`src/rtl/trap_sequencer_pkg.sv`:
```
// rtl/trap_sequencer_pkg.sv - shared types, mstatus bit positions and CSR constants for the trap sequencer
package trap_sequencer_pkg;

  typedef enum logic [2:0] {
    ST_IDLE,
    ST_W_EPC,
    ST_W_CAUSE,
    ST_W_TVAL,
    ST_W_STATUS,
    ST_REDIRECT
  } seq_state_e;

  typedef enum logic [1:0] {
    PRIV_U = 2'd0,
    PRIV_S = 2'd1,
    PRIV_M = 2'd3
  } priv_e;

  typedef enum logic [1:0] {
    EV_EXC  = 2'd0,
    EV_MRET = 2'd1,
    EV_SRET = 2'd2,
    EV_IRQ  = 2'd3
  } ev_kind_e;

  localparam int MS_SIE    = 1;
  localparam int MS_MIE    = 3;
  localparam int MS_SPIE   = 5;
  localparam int MS_MPIE   = 7;
  localparam int MS_SPP    = 8;
  localparam int MS_MPP_LO = 11;
  localparam int MS_MPP_HI = 12;

  localparam logic [11:0] CSR_MSTATUS = 12'h300;
  localparam logic [11:0] CSR_MEPC    = 12'h341;
  localparam logic [11:0] CSR_MCAUSE  = 12'h342;
  localparam logic [11:0] CSR_MTVAL   = 12'h343;
  localparam logic [11:0] CSR_SEPC    = 12'h141;
  localparam logic [11:0] CSR_SCAUSE  = 12'h142;
  localparam logic [11:0] CSR_STVAL   = 12'h143;

  localparam logic [3:0] IRQ_SSI = 4'd1;
  localparam logic [3:0] IRQ_MSI = 4'd3;
  localparam logic [3:0] IRQ_STI = 4'd5;
  localparam logic [3:0] IRQ_MTI = 4'd7;
  localparam logic [3:0] IRQ_SEI = 4'd9;
  localparam logic [3:0] IRQ_MEI = 4'd11;

  // Nibble 0 is the lowest priority source; later nibbles override earlier ones.
  localparam logic [23:0] IRQ_PRIO_LOW_TO_HIGH =
    {IRQ_MEI, IRQ_MSI, IRQ_MTI, IRQ_SEI, IRQ_SSI, IRQ_STI};

endpackage

```
`src/rtl/trap_sequencer_irq_select.sv`:
```
// rtl/trap_sequencer_irq_select.sv - picks the highest-priority takeable interrupt and its target level
module trap_sequencer_irq_select
  import trap_sequencer_pkg::*;
#(
  parameter int XLEN = 32
) (
  input  logic [XLEN-1:0] mip,
  input  logic [XLEN-1:0] mie,
  input  logic [XLEN-1:0] mideleg,
  input  logic [1:0]      priv,
  input  logic            m_ie,
  input  logic            s_ie,
  output logic            take,
  output logic [3:0]      code,
  output logic            to_s
);

  logic       m_en;
  logic       s_en;
  logic [3:0] cand;
  logic       unused_bits;

  assign unused_bits = ^{mip, mie, mideleg};

  always_comb begin
    take = 1'b0;
    code = '0;
    to_s = 1'b0;
    cand = '0;
    m_en = (priv != PRIV_M) || m_ie;
    // S-level interrupts are never taken while running in M.
    s_en = (priv == PRIV_U) || ((priv == PRIV_S) && s_ie);
    for (int k = 0; k < 6; k++) begin
      cand = IRQ_PRIO_LOW_TO_HIGH[4*k +: 4];
      if (mip[cand] && mie[cand] && (mideleg[cand] ? s_en : m_en)) begin
        take = 1'b1;
        code = cand;
        to_s = mideleg[cand];
      end
    end
  end

endmodule

```
`src/rtl/trap_sequencer.sv`:
```
// rtl/trap_sequencer.sv - trap entry / xRET sequencer: CSR write sequence, fetch redirect, privilege mode
module trap_sequencer
  import trap_sequencer_pkg::*;
#(
  parameter int XLEN = 32
) (
  input  logic            clk,
  input  logic            rst_n,
  input  logic            ev_valid,
  output logic            ev_ready,
  input  logic [1:0]      ev_kind,
  input  logic [3:0]      ev_cause,
  input  logic [XLEN-1:0] ev_tval,
  input  logic [XLEN-1:0] ev_pc,
  input  logic [XLEN-1:0] csr_mstatus,
  input  logic [XLEN-1:0] csr_mip,
  input  logic [XLEN-1:0] csr_mie,
  input  logic [XLEN-1:0] csr_medeleg,
  input  logic [XLEN-1:0] csr_mideleg,
  input  logic [XLEN-1:0] csr_mtvec,
  input  logic [XLEN-1:0] csr_stvec,
  input  logic [XLEN-1:0] csr_mepc,
  input  logic [XLEN-1:0] csr_sepc,
  output logic            csr_we,
  output logic [11:0]     csr_waddr,
  output logic [XLEN-1:0] csr_wdata,
  output logic            redirect_valid,
  input  logic            redirect_ready,
  output logic [XLEN-1:0] redirect_pc,
  output logic [1:0]      priv_mode,
  output logic            busy
);

  seq_state_e      state_q, state_d;
  logic [1:0]      priv_q, priv_d;
  logic [1:0]      kind_q, kind_d;
  logic            irq_q, irq_d;
  logic            to_s_q, to_s_d;
  logic [3:0]      code_q, code_d;
  logic [XLEN-1:0] epc_q, epc_d;
  logic [XLEN-1:0] tval_q, tval_d;
  logic [XLEN-1:0] rpc_q, rpc_d;

  logic            irq_take;
  logic            irq_to_s;
  logic [3:0]      irq_code;
  logic            exc_to_s;
  logic [XLEN-1:0] status_nxt;
  logic [XLEN-1:0] tvec;

  trap_sequencer_irq_select #(.XLEN(XLEN)) u_irq_select (
    .mip     (csr_mip),
    .mie     (csr_mie),
    .mideleg (csr_mideleg),
    .priv    (priv_q),
    .m_ie    (csr_mstatus[MS_MIE]),
    .s_ie    (csr_mstatus[MS_SIE]),
    .take    (irq_take),
    .code    (irq_code),
    .to_s    (irq_to_s)
  );

  always_comb begin
    state_d        = state_q;
    priv_d         = priv_q;
    kind_d         = kind_q;
    irq_d          = irq_q;
    to_s_d         = to_s_q;
    code_d         = code_q;
    epc_d          = epc_q;
    tval_d         = tval_q;
    rpc_d          = rpc_q;
    ev_ready       = 1'b0;
    csr_we         = 1'b0;
    csr_waddr      = '0;
    csr_wdata      = '0;
    redirect_valid = 1'b0;
    status_nxt     = csr_mstatus;
    tvec           = '0;
    exc_to_s       = csr_medeleg[ev_cause] && (priv_q != PRIV_M);

    case (state_q)
      ST_IDLE: begin
        if (ev_valid) begin
          ev_ready = 1'b1;
          kind_d   = ev_kind;
          epc_d    = ev_pc;
          case (ev_kind)
            EV_EXC: begin
              irq_d   = 1'b0;
              code_d  = ev_cause;
              to_s_d  = exc_to_s;
              tval_d  = ev_tval;
              state_d = ST_W_EPC;
            end
            EV_IRQ: begin
              // Nothing takeable: the boundary is acknowledged as a no-op.
              if (irq_take) begin
                irq_d   = 1'b1;
                code_d  = irq_code;
                to_s_d  = irq_to_s;
                tval_d  = '0;
                state_d = ST_W_EPC;
              end
            end
            default: state_d = ST_W_STATUS;
          endcase
        end
      end
      ST_W_EPC: begin
        csr_we    = 1'b1;
        csr_waddr = to_s_q ? CSR_SEPC : CSR_MEPC;
        csr_wdata = epc_q;
        state_d   = ST_W_CAUSE;
      end
      ST_W_CAUSE: begin
        csr_we    = 1'b1;
        csr_waddr = to_s_q ? CSR_SCAUSE : CSR_MCAUSE;
        csr_wdata = {irq_q, {(XLEN-5){1'b0}}, code_q};
        state_d   = ST_W_TVAL;
      end
      ST_W_TVAL: begin
        csr_we    = 1'b1;
        csr_waddr = to_s_q ? CSR_STVAL : CSR_MTVAL;
        csr_wdata = tval_q;
        state_d   = ST_W_STATUS;
      end
      ST_W_STATUS: begin
        case (kind_q)
          EV_MRET: begin
            status_nxt[MS_MIE]               = csr_mstatus[MS_MPIE];
            status_nxt[MS_MPIE]              = 1'b1;
            status_nxt[MS_MPP_HI:MS_MPP_LO]  = PRIV_U;
            priv_d                           = csr_mstatus[MS_MPP_HI:MS_MPP_LO];
            rpc_d                            = csr_mepc;
          end
          EV_SRET: begin
            status_nxt[MS_SIE]  = csr_mstatus[MS_SPIE];
            status_nxt[MS_SPIE] = 1'b1;
            status_nxt[MS_SPP]  = 1'b0;
            priv_d              = {1'b0, csr_mstatus[MS_SPP]};
            rpc_d               = csr_sepc;
          end
          default: begin
            if (to_s_q) begin
              status_nxt[MS_SPIE] = csr_mstatus[MS_SIE];
              status_nxt[MS_SIE]  = 1'b0;
              status_nxt[MS_SPP]  = priv_q[0];
              priv_d              = PRIV_S;
              tvec                = csr_stvec;
            end else begin
              status_nxt[MS_MPIE]             = csr_mstatus[MS_MIE];
              status_nxt[MS_MIE]              = 1'b0;
              status_nxt[MS_MPP_HI:MS_MPP_LO] = priv_q;
              priv_d                          = PRIV_M;
              tvec                            = csr_mtvec;
            end
            rpc_d = {tvec[XLEN-1:2], 2'b00} +
                    (((tvec[1:0] == 2'b01) && irq_q) ? XLEN'({code_q, 2'b00}) : '0);
          end
        endcase
        csr_we    = 1'b1;
        csr_waddr = CSR_MSTATUS;
        csr_wdata = status_nxt;
        state_d   = ST_REDIRECT;
      end
      ST_REDIRECT: begin
        redirect_valid = 1'b1;
        if (redirect_ready) begin
          state_d = ST_IDLE;
        end
      end
      default: state_d = ST_IDLE;
    endcase
  end

  always_ff @(posedge clk or negedge rst_n) begin
    if (!rst_n) begin
      state_q <= ST_IDLE;
      priv_q  <= PRIV_M;
      kind_q  <= '0;
      irq_q   <= 1'b0;
      to_s_q  <= 1'b0;
      code_q  <= '0;
      epc_q   <= '0;
      tval_q  <= '0;
      rpc_q   <= '0;
    end else begin
      state_q <= state_d;
      priv_q  <= priv_d;
      kind_q  <= kind_d;
      irq_q   <= irq_d;
      to_s_q  <= to_s_d;
      code_q  <= code_d;
      epc_q   <= epc_d;
      tval_q  <= tval_d;
      rpc_q   <= rpc_d;
    end
  end

  assign priv_mode   = priv_q;
  assign redirect_pc = rpc_q;
  assign busy        = (state_q != ST_IDLE);

endmodule

```
`config.mk`:
```
export PLATFORM = sky130hd
export DESIGN_NAME = trap_sequencer
export DESIGN_NICKNAME = d
export VERILOG_FILES = /design/src/rtl/trap_sequencer_pkg.sv /design/src/rtl/trap_sequencer_irq_select.sv /design/src/rtl/trap_sequencer.sv
export SDC_FILE = /design/constraint.sdc
export NUM_CORES = 1
export LEC_CHECK = 0
export BUFFER_PORTS_ARGS = -buffer_cell sky130_fd_sc_hd__clkbuf_2
export CAP_MARGIN = 25
export CORE_AREA = 4 4 172 174
export CTS_CLUSTER_DIAMETER = 30
export DETAILED_ROUTE_END_ITERATION = 8
export DIE_AREA = 0 0 176 178
export GPL_TIMING_DRIVEN = 0
export PLACE_DENSITY_LB_ADDON = 0.2
export SLEW_MARGIN = 10
export SYNTH_ARGS = -nofsm -noshare
export SYNTH_HDL_FRONTEND = slang
export SYNTH_HIERARCHICAL = 1
export SYNTH_SLANG_ARGS = --single-unit
export TNS_END_PERCENT = 100
```
`constraint.sdc`:
```
create_clock -name clk -period 11.6 [get_ports clk]
set_input_delay 1.16 -clock clk [delete_from_list [all_inputs] [get_ports clk]]
set_output_delay 1.16 -clock clk [all_outputs]
set_load 0.01 [all_outputs]
```
==> summary.md <==
| Metric | Value |
|---|---|
| Status | complete, no violations |
| FFs w/ async S/R, synth | 100% |
| Slowest stage delay, CP | 0.46 ns |
| Hold depth | 2 |
| FMAX | 216 MHz |
| Final worst-path cycle share | 39.8% |
| Area growth syn-to-layout | 35.2% |
| Placer Congestion | 0.891 |
| TNS Setup | 0 ns |
| Crit path DAT | 4.84 ns |
| First-pass GRT wire length | 46.3 mm |
| Setup Buffers After CTS | 0 |
| Uppermost layer routed | met4 |
| Layout fillers | 3036 |
| Post-route minimum period | 4.62 ns |
| Post-route cell area | 9730 um2 |
| CTS H-tree depth | 3 |
| Cell Area, Synth | 7190 um2 |
| Met3 wire len | 2.28 mm |
| Seq. cell area | 2730 um2 |
| Die W | 176 um |
| Vias per inst | 4.87 |
| CTS buffer count | 9 |
| Mapped Avg Cell Area | 8.95 um2 |
| Data required, critical path | 11.82 ns |
| Pwr Density | 234 nW/um2 |
| Die Y | 178 um |
| Io pins | 444 |
| R2R cell count | 16 |
| Worst hold path type | reg -> reg |
| RSZ-0062 raised after global routing | no |
| Vias in the first global route | 7856 |
| ANT cells | 0 |
| Std cell rows | 61 |
| Distinct cells, synth | 64 |
| Met2 Wirelength | 14.8 mm |
| Multi-input logic area | 4110 um2 |
| Setup-violating endpoint count in the final report | 0 |
| Largest net degree at the start of global routing | 69 |
| DRT met1 WL | 13.2 mm |
| Crit path cell chain | clkbuf_4 -> buf_4 -> buf_4 -> buf_2 -> nand2_1 -> o32ai_1 -> and3_1 -> ha_1 -> inv_1 -> fa_1 -> nand2b_1 -> a21oi_2 -> nand4_4 -> xor2_1 -> a222oi_1 -> o21ai_0 |
| Gates resized, CTS repair | 0 |
| Skew final | 0.00989 ns |
| RR Startpoint | to_s_q |
| Top cell by count, worst path | buf_4 |
| Actual slew at the worst max-slew pin | 0.753 ns |
| DP Area | 9430 um2 |
| Routed Antenna Nets | 0 |
| Synth top cells by count | nand2_1 (134), dfrtp_1 (107), nand3_1 (61), nor2_1 (56), o21ai_0 (55) |
| Synth Warn # | 6 |
| Hold path startpoint | tval_q[7] |
| Remaining DRCs | 0 |
| Area leader, netlist | dfrtp_1 |
| CTS clk-pin slew, worst paths | 0.09 ns |
| CP top delay family | compound AO/OA/AOI/OAI gates |
| Max VDD drop | 101 uV |
| CTS tree | done |
| Synth area leaders | dfrtp_1 (37%), mux2_2 (7.4%), nand2_1 (7.0%) |
| Post-synth EDFFs | 0 |
| Post-detail-place hpwl | 24.7 mm |
| Initial DRC count | 368 |
| Register bit total from synthesis | 109 |
| Initial Util | 25.9% |
| Min-Delay Endpoint | tval_q[7] |
| Pleak | 4.75 nW |
| Post-Synthesis Cells | 804 |
| Final-report hold violation count | 0 |
| Initial antenna violation count | 0 |
| Pre-antenna DRT Iters | 5 |
| Max Cap Viol | 0 |
| WL final | 30.8 mm |
| Die area | 31300 um2 |
| Routed WL per cell | 19.9 um |
| Later-pin clock latency in the skew report | 0.36 ns |
| Grt total ovfl | 0 |
| Setup CP Type | reg -> reg |
| Vias | 7536 |
| Startpoint types | flip-flop |
| Share of layout cells above drive strength 1 | 38.6% |
| Port Buf Inserts | 341 |
| WP buf/inv | 5 |
| Top-area cell type share of the netlist area | 37.2% |
| Worst reg2reg path endpoint | redirect_pc[16] |
| Worst Path Max Fanout | 10 |
| R2R setup slack | 6.98 ns |
| Max stage delay cell, worst path | dfrtp_1 |
| Hold bufs inserted after CTS | 0 |
| Relative slew margins | 49.8% |
| Clk buf depth | 2 |
| Net count, final | 1534 |
| Global router's overall resource usage | 19.2% |
| Register area share after synthesis | 37.9% |
| Crit. End Element | flip-flop |
| Most common cell in the netlist | nand2_1 |
| Root Driver | clkbuf_16 |
| Final Max Tran Viols | 0 |
| Core footprint | 27800 um2 |
| Synth Flop Type | dfrtp_1 |
| Clk sinks | 109 |
-- state kept, by name, summed over array words and instances (netlist names) --
signal / flops
priv_mode: 2
tval_q: 32
redirect_pc: 32
epc_q: 32
to_s_q: 1
code_q: 4
state_q: 3
kind_q: 2
irq_q: 1
-- worst reg2reg max path, delay by kind of cell, from the launching register on --
family	cells	cell delay (ns)
AND/OR/NAND/NOR	4	0.80
XOR/XNOR	1	0.23
buffers and inverters	5	1.16
AO/OA/AOI/OAI	4	1.25
flip-flops	1	0.46
adder cells (fa/ha/maj)	2	0.57
-- routing by layer --
layer	GRT usage (%)	vias up
li1	-	3620
met1	24.3	3594
met2	33.2	297
met3	4.94	25
met4	4.39	0
met5	0	-
-- worst max-delay path by stage --
stage	startpoint	endpoint	slack (ns)	depth (start not counted)
floorplan	csr_mtvec[0]	redirect_pc[30]	7.85	12
global placement	to_s_q	redirect_pc[16]	6.97	16
detailed placement	to_s_q	redirect_pc[16]	6.94	16
CTS	to_s_q	redirect_pc[16]	6.93	16
global route	to_s_q	redirect_pc[16]	6.67	16
finish	to_s_q	redirect_pc[16]	6.98	16
-- cell type report --
type | instances | share of cell area [%]
buffer | 65 | 3.33
clock buffer | 9 | 2.31
clock inverter | 7 | 0.733
inverter | 14 | 0.540
multi-input combinational | 622 | 42.2
sequential | 109 | 28.1
tap | 378 | 4.86
timing repair buffer | 342 | 17.9
-- report_power, final --
part           internal, W  total [W]  switching, W
logic             0.000518    0.00128      0.000758
clock network     0.000152   0.000322      0.000171
registers         0.000563   0.000676      0.000113
total              0.00123    0.00227       0.00104
-- per-stage QoR --
stage / total power (W) / instances / hold slack (ns) / utilization, % / worst slack [ns]
after floorplan: 0.00146 / 810 / 0.433 / - / 7.85
after global placement: 0.00197 / 1529 / 0.450 / 33.8 / 6.97
after detailed placement: 0.00198 / 1530 / 0.456 / 34.0 / 6.94
after CTS: 0.00232 / 1546 / 0.477 / 35.0 / 6.93
after global routing: 0.00246 / 1546 / 0.487 / 35.0 / 6.67
final: 0.00227 / 1546 / 0.470 / 35.0 / 6.98
-- kinds of logic after synthesis --
| logic type | count (synthesis) | share of synthesized area, % |
|---|---|---|
| flops | 109 | 37.9 |
| buf+inv | 79 | 5.23 |
| compound gates | 178 | 17.0 |
| other cells | 1 | 0.0521 |
| simple gates | 305 | 19.7 |
| mux | 101 | 15.7 |
| fa+ha+maj | 9 | 1.67 |
| xor+xnor | 22 | 2.68 |
-- layout by cell type (no fill, tap or decap), types with 11 or more instances in the layout --
| master | n |
|---|---|
| a21oi_1 | 23 |
| clkbuf_2 | 340 |
| clkbuf_1 | 36 |
| dfrtp_1 | 107 |
| buf_2 | 13 |
| a221oi_1 | 23 |
| xnor2_1 | 11 |
| inv_1 | 13 |
| o21ai_0 | 55 |
| nand3_1 | 61 |
| mux2i_1 | 49 |
| o22ai_1 | 20 |
| mux2_2 | 47 |
| buf_4 | 12 |
| a22oi_1 | 14 |
| nand2_1 | 134 |
| nor2_1 | 56 |
| xor2_1 | 11 |
Note: power is estimated with default switching activity, not from simulation.
